$ cat src/rtl/rv64g_l1_pkg.sv
// Shared L1 definitions: scheduler state encoding, bank count and bank-select helpers.
package rv64g_l1_pkg;

    typedef enum logic [1:0] {
        ST_IDLE  = 2'd0,
        ST_PEND  = 2'd1,
        ST_FORCE = 2'd2
    } sched_state_t;

    localparam int L1_NUM_BANKS = 8;
    localparam int L1_BANK_W    = 3;

    // Banks are word-interleaved: the low word-offset bits pick the bank.
    function automatic logic [L1_BANK_W-1:0] bank_of(input logic [2:0] word);
        bank_of = word[L1_BANK_W-1:0];
    endfunction

    function automatic logic [L1_NUM_BANKS-1:0] bank_onehot(input logic [L1_BANK_W-1:0] bank);
        bank_onehot       = '0;
        bank_onehot[bank] = 1'b1;
    endfunction

endpackage

$ cat src/rtl/rv64g_l1_sat_counter.sv
// Saturating up-counter with synchronous clear; sticks at all-ones.
module rv64g_l1_sat_counter #(
    parameter int W = 4
) (
    input  logic         clk_i,
    input  logic         rst_i,
    input  logic         clr_i,
    input  logic         inc_i,
    output logic [W-1:0] count_o
);

    always_ff @(posedge clk_i or posedge rst_i) begin
        if (rst_i) begin
            count_o <= '0;
        end else if (clr_i) begin
            count_o <= '0;
        end else if (inc_i && (count_o != '1)) begin
            count_o <= count_o + W'(1);
        end
    end

endmodule

$ cat src/rtl/rv64g_l1_vec_bank_sched.sv
// Vector-lane request scheduler: holds one vector access, steers it to its bank,
// and forces a scalar hold on that bank after repeated stalls.
//
// state | meaning
// ------+-------------------------------------------------------------
// IDLE  | holding register empty, ready for a new request
// PEND  | request presented to bank_q, counting consecutive stalls
// FORCE | request presented, scalar hold raised on bank_q
module rv64g_l1_vec_bank_sched
    import rv64g_l1_pkg::*;
#(
    parameter int NUM_BANKS    = 8,
    parameter int INDEX_W      = 5,
    parameter int ID_W         = 4,
    parameter int STARVE_LIMIT = 4,
    parameter int STAT_W       = 16
) (
    input  logic                 clk_i,
    input  logic                 rst_i,
    input  logic                 vreq_valid_i,
    output logic                 vreq_ready_o,
    input  logic                 vreq_we_i,
    input  logic [INDEX_W-1:0]   vreq_index_i,
    input  logic [2:0]           vreq_word_i,
    input  logic [2:0]           vreq_way_i,
    input  logic [7:0]           vreq_be_i,
    input  logic [63:0]          vreq_wdata_i,
    input  logic [ID_W-1:0]      vreq_id_i,
    output logic [NUM_BANKS-1:0] vec_req_o,
    output logic                 vec_we_o,
    output logic [INDEX_W-1:0]   vec_index_o,
    output logic [2:0]           vec_word_o,
    output logic [2:0]           vec_way_o,
    output logic [7:0]           vec_be_o,
    output logic [63:0]          vec_wdata_o,
    input  logic [NUM_BANKS-1:0] vec_stall_i,
    output logic [NUM_BANKS-1:0] scalar_hold_o,
    output logic                 issue_valid_o,
    output logic [ID_W-1:0]      issue_id_o,
    output logic [2:0]           issue_bank_o,
    output logic [STAT_W-1:0]    force_events_o
);

    localparam logic [2:0] LIMIT_C = 3'(STARVE_LIMIT);

    sched_state_t      state;
    logic [2:0]        bank_q;
    logic [ID_W-1:0]   id_q;
    logic [2:0]        stall_cnt;
    logic              busy;
    logic              grant;
    logic              handshake;
    logic              stall_inc;
    logic              reach_limit;

    assign busy         = (state != ST_IDLE);
    assign grant        = busy && !vec_stall_i[bank_q];
    assign vreq_ready_o = !rst_i && ((state == ST_IDLE) || grant);
    assign handshake    = vreq_valid_i && vreq_ready_o;
    assign stall_inc    = (state == ST_PEND) && vec_stall_i[bank_q];
    assign reach_limit  = stall_inc && ((stall_cnt + 3'd1) == LIMIT_C);

    // Both decoded from registered state only, so no input reaches the hold path.
    assign vec_req_o     = busy ? bank_onehot(bank_q) : '0;
    assign scalar_hold_o = (state == ST_FORCE) ? bank_onehot(bank_q) : '0;
    assign vec_word_o    = bank_q;

    always_ff @(posedge clk_i or posedge rst_i) begin
        if (rst_i) begin
            state         <= ST_IDLE;
            bank_q        <= '0;
            id_q          <= '0;
            vec_we_o      <= 1'b0;
            vec_index_o   <= '0;
            vec_way_o     <= '0;
            vec_be_o      <= '0;
            vec_wdata_o   <= '0;
            issue_valid_o <= 1'b0;
            issue_id_o    <= '0;
            issue_bank_o  <= '0;
        end else begin
            case (state)
                ST_IDLE: begin
                    if (handshake) state <= ST_PEND;
                end
                ST_PEND, ST_FORCE: begin
                    if (grant)            state <= handshake ? ST_PEND : ST_IDLE;
                    else if (reach_limit) state <= ST_FORCE;
                end
                default: state <= ST_IDLE;
            endcase

            if (handshake) begin
                bank_q      <= bank_of(vreq_word_i);
                id_q        <= vreq_id_i;
                vec_we_o    <= vreq_we_i;
                vec_index_o <= vreq_index_i;
                vec_way_o   <= vreq_way_i;
                vec_be_o    <= vreq_be_i;
                vec_wdata_o <= vreq_wdata_i;
            end

            issue_valid_o <= grant;
            if (grant) begin
                issue_id_o   <= id_q;
                issue_bank_o <= bank_q;
            end
        end
    end

    rv64g_l1_sat_counter #(.W(3)) u_stall_cnt (
        .clk_i   (clk_i),
        .rst_i   (rst_i),
        .clr_i   (grant),
        .inc_i   (stall_inc),
        .count_o (stall_cnt)
    );

    rv64g_l1_sat_counter #(.W(STAT_W)) u_force_cnt (
        .clk_i   (clk_i),
        .rst_i   (rst_i),
        .clr_i   (1'b0),
        .inc_i   (reach_limit),
        .count_o (force_events_o)
    );

endmodule

$ cat config.mk
export PLATFORM = sky130hd
export DESIGN_NAME = rv64g_l1_vec_bank_sched
export DESIGN_NICKNAME = d
export VERILOG_FILES = /design/src/rtl/rv64g_l1_pkg.sv /design/src/rtl/rv64g_l1_sat_counter.sv /design/src/rtl/rv64g_l1_vec_bank_sched.sv
export SDC_FILE = /design/constraint.sdc
export NUM_CORES = 1
export LEC_CHECK = 0
export ABC_AREA = 0
export ABC_CLOCK_PERIOD_IN_PS = 4700
export BUFFER_PORTS_ARGS = -buffer_cell sky130_fd_sc_hd__clkbuf_2
export CAP_MARGIN = 20
export CORE_MARGIN = 2
export CORE_UTILIZATION = 45
export DETAILED_ROUTE_END_ITERATION = 10
export PLACE_DENSITY = 0.84
export SLEW_MARGIN = 20
export SYNTH_ARGS = -nofsm -noshare
export SYNTH_HDL_FRONTEND = slang
export SYNTH_SLANG_ARGS = --single-unit
$ cat constraint.sdc
create_clock -name clk_i -period 4.7 [get_ports clk_i]
set_input_delay 0.235 -clock clk_i [delete_from_list [all_inputs] [get_ports clk_i]]
set_output_delay 0.235 -clock clk_i [all_outputs]
set_load 0.01 [all_outputs]
==> results.md, run 1 <==
- Max Cap Viol: 0
- Ports: 224
- Outcome: completed
- Number of nets in the layout: 787
- Setup CP Type: flop to flop
- PD cells: 620 nW/µm²
- Final hold violation count: 0
- Post-synthesis register bit count: 117
- Global-route wire length before repair: 21,300 µm
- Die height: 109 µm
- Worst rel slew slack: 34.0%
- Clock power frac: 28.0%
- Initial antenna violation count: 1
- Skew-Pair Late Insertion Delay: 0.49 ns
- Count leader, synth: dfrtp_1
- WP data arrival: 3.46 ns
- Setup TNS: 0 ns
- Crit-path max FO: 61
- Main synth FF type: dfrtp_1
- Register area: 2930 µm²
- Switching Fraction: 33.1%
- Net switching power: 0.00159 W
- Synth top cells by count: dfrtp_1, mux2_2, mux2_1
- Area taken by multi-input logic gates: 1940 µm²
- Dpl ws: 1.63 ns
- Post-synth top area cell: dfrtp_1
- Starting Density: 46.1%
- Area share of the largest cell type after synthesis: 58.5%
- Top cells by area, synth: dfrtp_1, mux2_2, mux2_1
- Cts repair resizes: 0
- Drt wl/cell: 16.6 µm
- H-tree depth: 4
- Row count: 38
- Setup violators final: 0
- Peak supply drop: 0.000473 V
- Gr ovfl total: 0
- Flop pwr share: 36.8%
- Fin crit period: 3.09 ns
- Number of global-route vias before repair: 4,447
- Final setup margin: 1.61 ns
- Slew @ Worst Pin: 0.989 ns
- Layout filler cell count: 710
- Placer Congestion: 0.814
- Num CTS Buffers: 17
- Largest net degree at the start of global routing: 62
- Crit path launch: vec_word_o[1]
- Max clock buf depth: 2
- Total Routing Usage GR: 23.3%
- Hold/Removal Path Class: primary input to flop
- Final Slew Violations: 0
- Post-route clock period utilization: 65.8%
- Combinational share of power: 35.2%
- Leak Pwr: 3.73 nW
- Ys async rst share: 100%
- Antenna Nets Post-Route: 0
- Total Power: 0.00480 W
- Drt total wl: 13,800 µm
- Net count after synthesis: 469
- DR iter-0 viols: 212
- Req. time, crit path: 5.07 ns
- Hold path startpoint: vec_stall_i[0]
- Setup crit end kind: flop
- Sink Count: 117
- Average size of a mapped cell: 13.8 µm²
- Int Pwr: 0.00321 W
- CTS tree: done
- Die area: 12,000 µm²
- First-pass detailed-route iteration total: 4
- Clk root buf: clkbuf_8
- Via count: 4,211
- Hold Buf Count CTS: 89
- Post-synth EDFFs: 0
- Post-synth cell types: 40
- DR DRC count: 0
- Worst setup SP type: flop
- Mapped Area: 5000 µm²
- P&R area growth vs syn: 54.9%
- Clk_skew: 0.0117 ns
- Fmax achieved: 323 MHz
- Clock transition at path regs: 0.05 ns
- Postcts setup bufs: 0
- Die width: 109 µm
- Core ar.: 10,800 µm²
- Warnings from Yosys: 0
- Vias/cell: 5.06
- Crit Reg-Reg Startpoint: vec_word_o[1]
- RSZ-0062 raised after global routing: false
- Dpl hpwl: 8360 µm
- Sequential cell area fraction in the yosys report: 58.5%
- Layout cells sized above 1: 48.8%
- Mapped Cells: 362
- Port Buffers: 223
-- power by group through the flow --
stage                     Sequential (W)  Combinational, W  Clock, W
after global routing             0.00182           0.00183   0.00142
after detailed placement         0.00176           0.00161         0
after floorplan                  0.00189          0.000819         0
after global placement           0.00173           0.00156         0
final                            0.00177           0.00169   0.00134
after CTS                        0.00175           0.00167   0.00136
-- sequential cells by signal, summed over array words and instances (netlist names) --
name / count
vec_wdata_o: 64
u_force_cnt.count_o: 16
vec_be_o: 8
vec_index_o: 5
id_q: 4
issue_id_o: 4
issue_bank_o: 3
u_stall_cnt.count_o: 3
vec_way_o: 3
vec_word_o: 3
state: 2
issue_valid_o: 1
vec_we_o: 1
-- layout make-up --
| type | count | area share, % |
|---|---|---|
| clock buffer | 22 | 6.11 |
| clock inverter | 8 | 1.91 |
| multi-input combinational | 220 | 25.1 |
| sequential | 117 | 37.8 |
| inverter | 10 | 0.517 |
| tap | 140 | 2.26 |
| antenna | 1 | 0.0323 |
| timing repair buffer | 314 | 26.3 |
-- worst paths after layout --
check,end,slack [ns],depth (start not counted)
max in group asynchronous,vec_wdata_o[39],3.02,4
min,u_stall_cnt.count_o[2],0.21,4
max,vec_wdata_o[45],1.61,6
min in group asynchronous,u_force_cnt.count_o[6],0.44,3
min reg2reg,id_q[2],0.49,1
max reg2reg,vec_wdata_o[45],1.61,6
-- per-layer routing --
| metal | vias to the layer above | GRT usage, % | part of all wire [%] |
|---|---|---|---|
| met5 | - | 0 | 0 |
| met4 | 0 | 9.95 | 2.7 |
| met3 | 32 | 6.52 | 5.6 |
| met2 | 169 | 42.2 | 55 |
| met1 | 2075 | 25.3 | 37 |
| li1 | 1935 | - | - |
-- per-stage QoR --
stage | cell area [µm²] | hold WS (ns) | util, % | instances
4_1_cts | 7740 | 0.188 | 71.4 | 831
3_3_place_gp | 6230 | 0.420 | 57.5 | 712
6_report | 7740 | 0.213 | 71.4 | 832
5_1_grt | 7740 | 0.219 | 71.4 | 832
3_5_place_dp | 6230 | 0.425 | 57.5 | 712
2_1_floorplan | 5000 | 0.370 | - | 362
-- cells by family after synthesis --
kind of cell | count (synthesis) | synth area share [%]
flops | 117 | 58.5
compound gates | 27 | 4.45
xor+xnor | 11 | 1.93
buf+inv | 25 | 2.58
fa+ha+maj | 8 | 2.00
simple gates | 73 | 7.88
mux | 101 | 22.6
-- cell usage in the layout (no fill, tap or decap), types with 2 or more instances in the layout --
master and instances:
and4_1 2, mux2i_1 5, a31oi_1 4, nand4_1 7, clkinvlp_4 3, bufinv_16 4, a31oi_4 2, xnor2_1 11
nand2b_1 6, nor3_1 9, inv_1 9, nor4_1 5, ha_1 8, mux2_2 76, clkbuf_8 5, mux2_1 20
dlygate4sd3_1 89, a21oi_1 8, nor2b_1 2, nor2_1 13, a41oi_1 2, and3_1 5, dfrtp_1 117, nand2_1 11
clkbuf_2 223, clkbuf_16 16, nand3_1 9
-- worst max-delay path: stages, from the launching register on --
cell and delay, ns:
dfrtp_1 0.60, mux2i_1 0.25, o32a_1 0.30, nand3_4 0.17, a21oi_4 0.81, buf_12 0.37
mux2_2 0.40
Note: power is estimated with default switching activity, not from simulation.
==> inputs of run 2 (changes only) <==
--- a/config.mk
+++ b/config.mk
@@ -5,14 +5,14 @@
 export SDC_FILE = /design/constraint.sdc
 export NUM_CORES = 1
 export LEC_CHECK = 0
-export ABC_AREA = 0
-export ABC_CLOCK_PERIOD_IN_PS = 4700
+export ABC_AREA = 1
+export ABC_CLOCK_PERIOD_IN_PS = 3000
 export BUFFER_PORTS_ARGS = -buffer_cell sky130_fd_sc_hd__clkbuf_2
 export CAP_MARGIN = 20
 export CORE_MARGIN = 2
 export CORE_UTILIZATION = 45
 export DETAILED_ROUTE_END_ITERATION = 10
-export PLACE_DENSITY = 0.84
+export PLACE_DENSITY = 0.82
 export SLEW_MARGIN = 20
 export SYNTH_ARGS = -nofsm -noshare
 export SYNTH_HDL_FRONTEND = slang
==> constraint.sdc (replaced) <==
create_clock -name clk_i -period 3 [get_ports clk_i]
set_input_delay 0.15 -clock clk_i [delete_from_list [all_inputs] [get_ports clk_i]]
set_output_delay 0.15 -clock clk_i [all_outputs]
set_load 0.01 [all_outputs]
==> results.md, run 2 <==
- Outcome: completed
- Drt total wl: 16,100 µm (+17%)
- Max Cap Viol: 0 (unchanged)
- Hold_ws: 0.0224 ns (-0.191 ns)
- CP most frequent cell: inv_1
- Crit path launch: state[0]
- Max reg flops: 64 (unchanged)
- Number of nets in the layout: 1,028 (+31%)
- Skew-Pair Late Insertion Delay: 0.41 ns (-0.08 ns)
- Average size of a mapped cell: 8.82 µm² (-36%)
- Largest net degree at the start of global routing: 62 (unchanged)
- Drt wl/cell: 14.9 µm (-10%)
- RSZ-0062 raised after global routing: false
- Bufs and invs on worst path: 4 (+3)
- Setup crit end kind: output port
- Post-synth cell types: 26 (-35%)
- Post-layout util: 66.9% (-4.5 points)
- CTS tree: done
- Post-Layout Cell Count: 1,079 (+30%)
- Sequential cell area fraction in the yosys report: 53.3% (-5.3 points)
- Synth Area in XOR/XNOR: 1.75% (-0.17 points)
- Num CTS Buffers: 17 (unchanged)
- Post-Layout Inst Area: 8010 µm² (+3.4%)
- Count leader, synth: nand2_1
- Post-synth EDFFs: 0 (unchanged)
- Via count: 5,437 (+29%)
- Layout cells sized above 1: 31.8% (-17 points)
- Initial antenna violation count: 0 (-1)
- Net count after synthesis: 730 (+56%)
- Total Routing Usage GR: 25.1% (+1.8 points)
- Slew @ Worst Pin: 0.750 ns (-0.238 ns)
- CP top delay family: buffers and inverters
- Port Buffers: 223 (unchanged)
- Synth top cells by count: nand2_1, dfrtp_1, nand3_1
- Dpl hpwl: 9430 µm (+13%)
- Post-synthesis register bit count: 117 (unchanged)
- Number of global-route vias before repair: 5,323 (+20%)
- Clk_skew: 0.0106 ns (-0.00106 ns)
- Synth Area in Simple Gates: 33.2% (+25 points)
- Worst rel slew slack: 50.0% (+16 points)
- Fin crit period: 2.32 ns
- Largest regs: vec_wdata_o (64), u_force_cnt.count_o (16), vec_be_o (8)
- Slowest CP cell: dfrtp_1
- Biggest register: vec_wdata_o
- Setup CP Type: flop to output port
- PD cells: 895 nW/µm² (+44%)
- Mapped Cells: 623 (+72%)
- Hold/Removal Path Class: primary input to flop
- Placer Congestion: 0.830 (+2.1%)
- Post-synth top area cell: dfrtp_1
- Commonest non-fill, non-tap cells in the layout: nand2_1, clkbuf_2, dfrtp_1
- Vias/cell: 5.04 (-0.44%)
- Max clock buf depth: 2 (unchanged)
- Final Slew Violations: 0 (unchanged)
- Setup violators final: 0 (unchanged)
- DR DRC count: 0 (unchanged)
- Mapped Area: 5500 µm² (+9.9%)
- Setup TNS: 0 ns (unchanged)
- Peak supply drop: 0.000481 V (+1.6%)
- Mux contribution to synthesized area: 0% (-23 points)
- Antenna Nets Post-Route: 0 (unchanged)
- Die width: 115 µm (+4.7%)
- P&R area growth vs syn: 45.6%
- Critical Path, Cell by Cell: inv_1 > ha_1 > inv_1 > a21oi_4 > buf_12 > clkbuf_2
- Req. time, crit path: 2.85 ns (-2.22 ns)
- Die area: 13,100 µm² (+9.5%)
- Main synth FF type: dfrtp_1
- Row count: 40 (+5.3%)
- Sink Count: 117 (unchanged)
- Fmax achieved: 431 MHz
- Commonest non-fill, non-tap cell in the layout: nand2_1
- Area share of the largest cell type after synthesis: 53.3% (-5.3 points)
- Post-route clock period utilization: 77.4%
- Final hold violation count: 0 (unchanged)
- Warnings from Yosys: 0 (unchanged)
- Ys async rst share: 100% (unchanged)
- Placed Area: 6610 µm² (+6.1%)
- Max incr delay on CP: 0.41 ns (-0.40 ns)
- Crit Reg-Reg Startpoint: state[0]
- Placed cells: 963 (+35%)
- Die height: 115 µm (+4.7%)
- Hold path startpoint: vreq_wdata_i[46]
- Gr ovfl total: 0 (unchanged)
- H-tree depth: 4 (unchanged)
- Leak Pwr: 4.40 nW (+18%)
- # diodes: 0 (-1)
- Starting Density: 46.0% (-0.18 points)
- WP data arrival: 2.17 ns (-1.29 ns)
- Adder-cell area share of the yosys netlist: 1.82% (-0.18 points)
- First-pass detailed-route iteration total: 5 (+1)
- Ports: 224 (unchanged)
- Top cells by area, synth: dfrtp_1, nand2_1, nand3_1
- DR iter-0 viols: 433 (+100%)
- Core ar.: 12,000 µm² (+10%)
- Clk root buf: clkbuf_16
- Largest family of logic cells by synthesized area: simple AND/OR/NAND/NOR gates
- Clock transition at path regs: 0.05 ns (about the same)
- Crit-path max FO: 54 (-11%)
- Worst setup SP type: flop
- Post-synthesis compound-gate area fraction: 2.50% (-1.9 points)
- Global-route wire length before repair: 25,600 µm (+20%)
-- run 2: stage by stage --
step           total power, W  setup WS [ns]
2_1_floorplan         0.00420          0.270
3_3_place_gp          0.00509          0.813
3_5_place_dp          0.00516          0.766
4_1_cts               0.00715          0.645
5_1_grt               0.00764          0.487
6_report              0.00716          0.679
-- run 2: kinds of logic after synthesis --
| family | count (synthesis) |
|---|---|
| and+or+nand+nor | 394 |
| DFF | 117 |
| buffers and inverters | 70 |
| AOI/OAI and AO/OA | 23 |
| xor gates and xnor gates | 11 |
| adders and majority gates | 8 |
-- run 2: repair_timing --
item,4_1_cts,5_1_grt
setup buffers,0,0
hold buffers,86,0
gates resized for setup,0,0
endpoints found under the hold margin,86,0
-- run 2: metal layers --
metal / global-route usage, % / vias to the layer above / wire, µm
met3: 7.20 / 60 / 958
met5: 0 / - / 0
met1: 29.3 / 2551 / 6440
met4: 14.8 / 0 / 629
met2: 41.3 / 257 / 8080
li1: - / 2569 / -
-- run 2: where the power goes --
| group | leakage [nW] | total (W) | switching, W | internal [W] |
|---|---|---|---|---|
| clock network | 0.267 | 0.00186 | 0.000669 | 0.00119 |
| registers | 1.42 | 0.00266 | 0.000433 | 0.00222 |
| logic | 2.71 | 0.00265 | 0.00163 | 0.00101 |
-- run 2: layout make-up --
class | count | area, µm²
clock inverters | 5 | 50.0
inverters | 34 | 136
repair buffers | 315 | 2050
flip-flops and latches | 117 | 2930
multi-input cells | 436 | 2170
well taps | 147 | 184
clock buffers | 25 | 485
fillers | 891 | 3960
-- run 2: worst paths after layout --
path / end / slack [ns] / depth (start not counted)
max: vreq_ready_o / 0.68 / 6
min: vec_wdata_o[46] / 0.02 / 3
max reg2reg: vec_word_o[2] / 0.69 / 8
min reg2reg: issue_id_o[2] / 0.47 / 2
max in group asynchronous: vec_wdata_o[46] / 1.69 / 4
min in group asynchronous: u_force_cnt.count_o[15] / 0.08 / 3
-- run 2: tightest hold or removal path, cell delays in order --
cell and delay (ns):
clkbuf_2 0.08, nand3_1 0.10, nand2_1 0.06
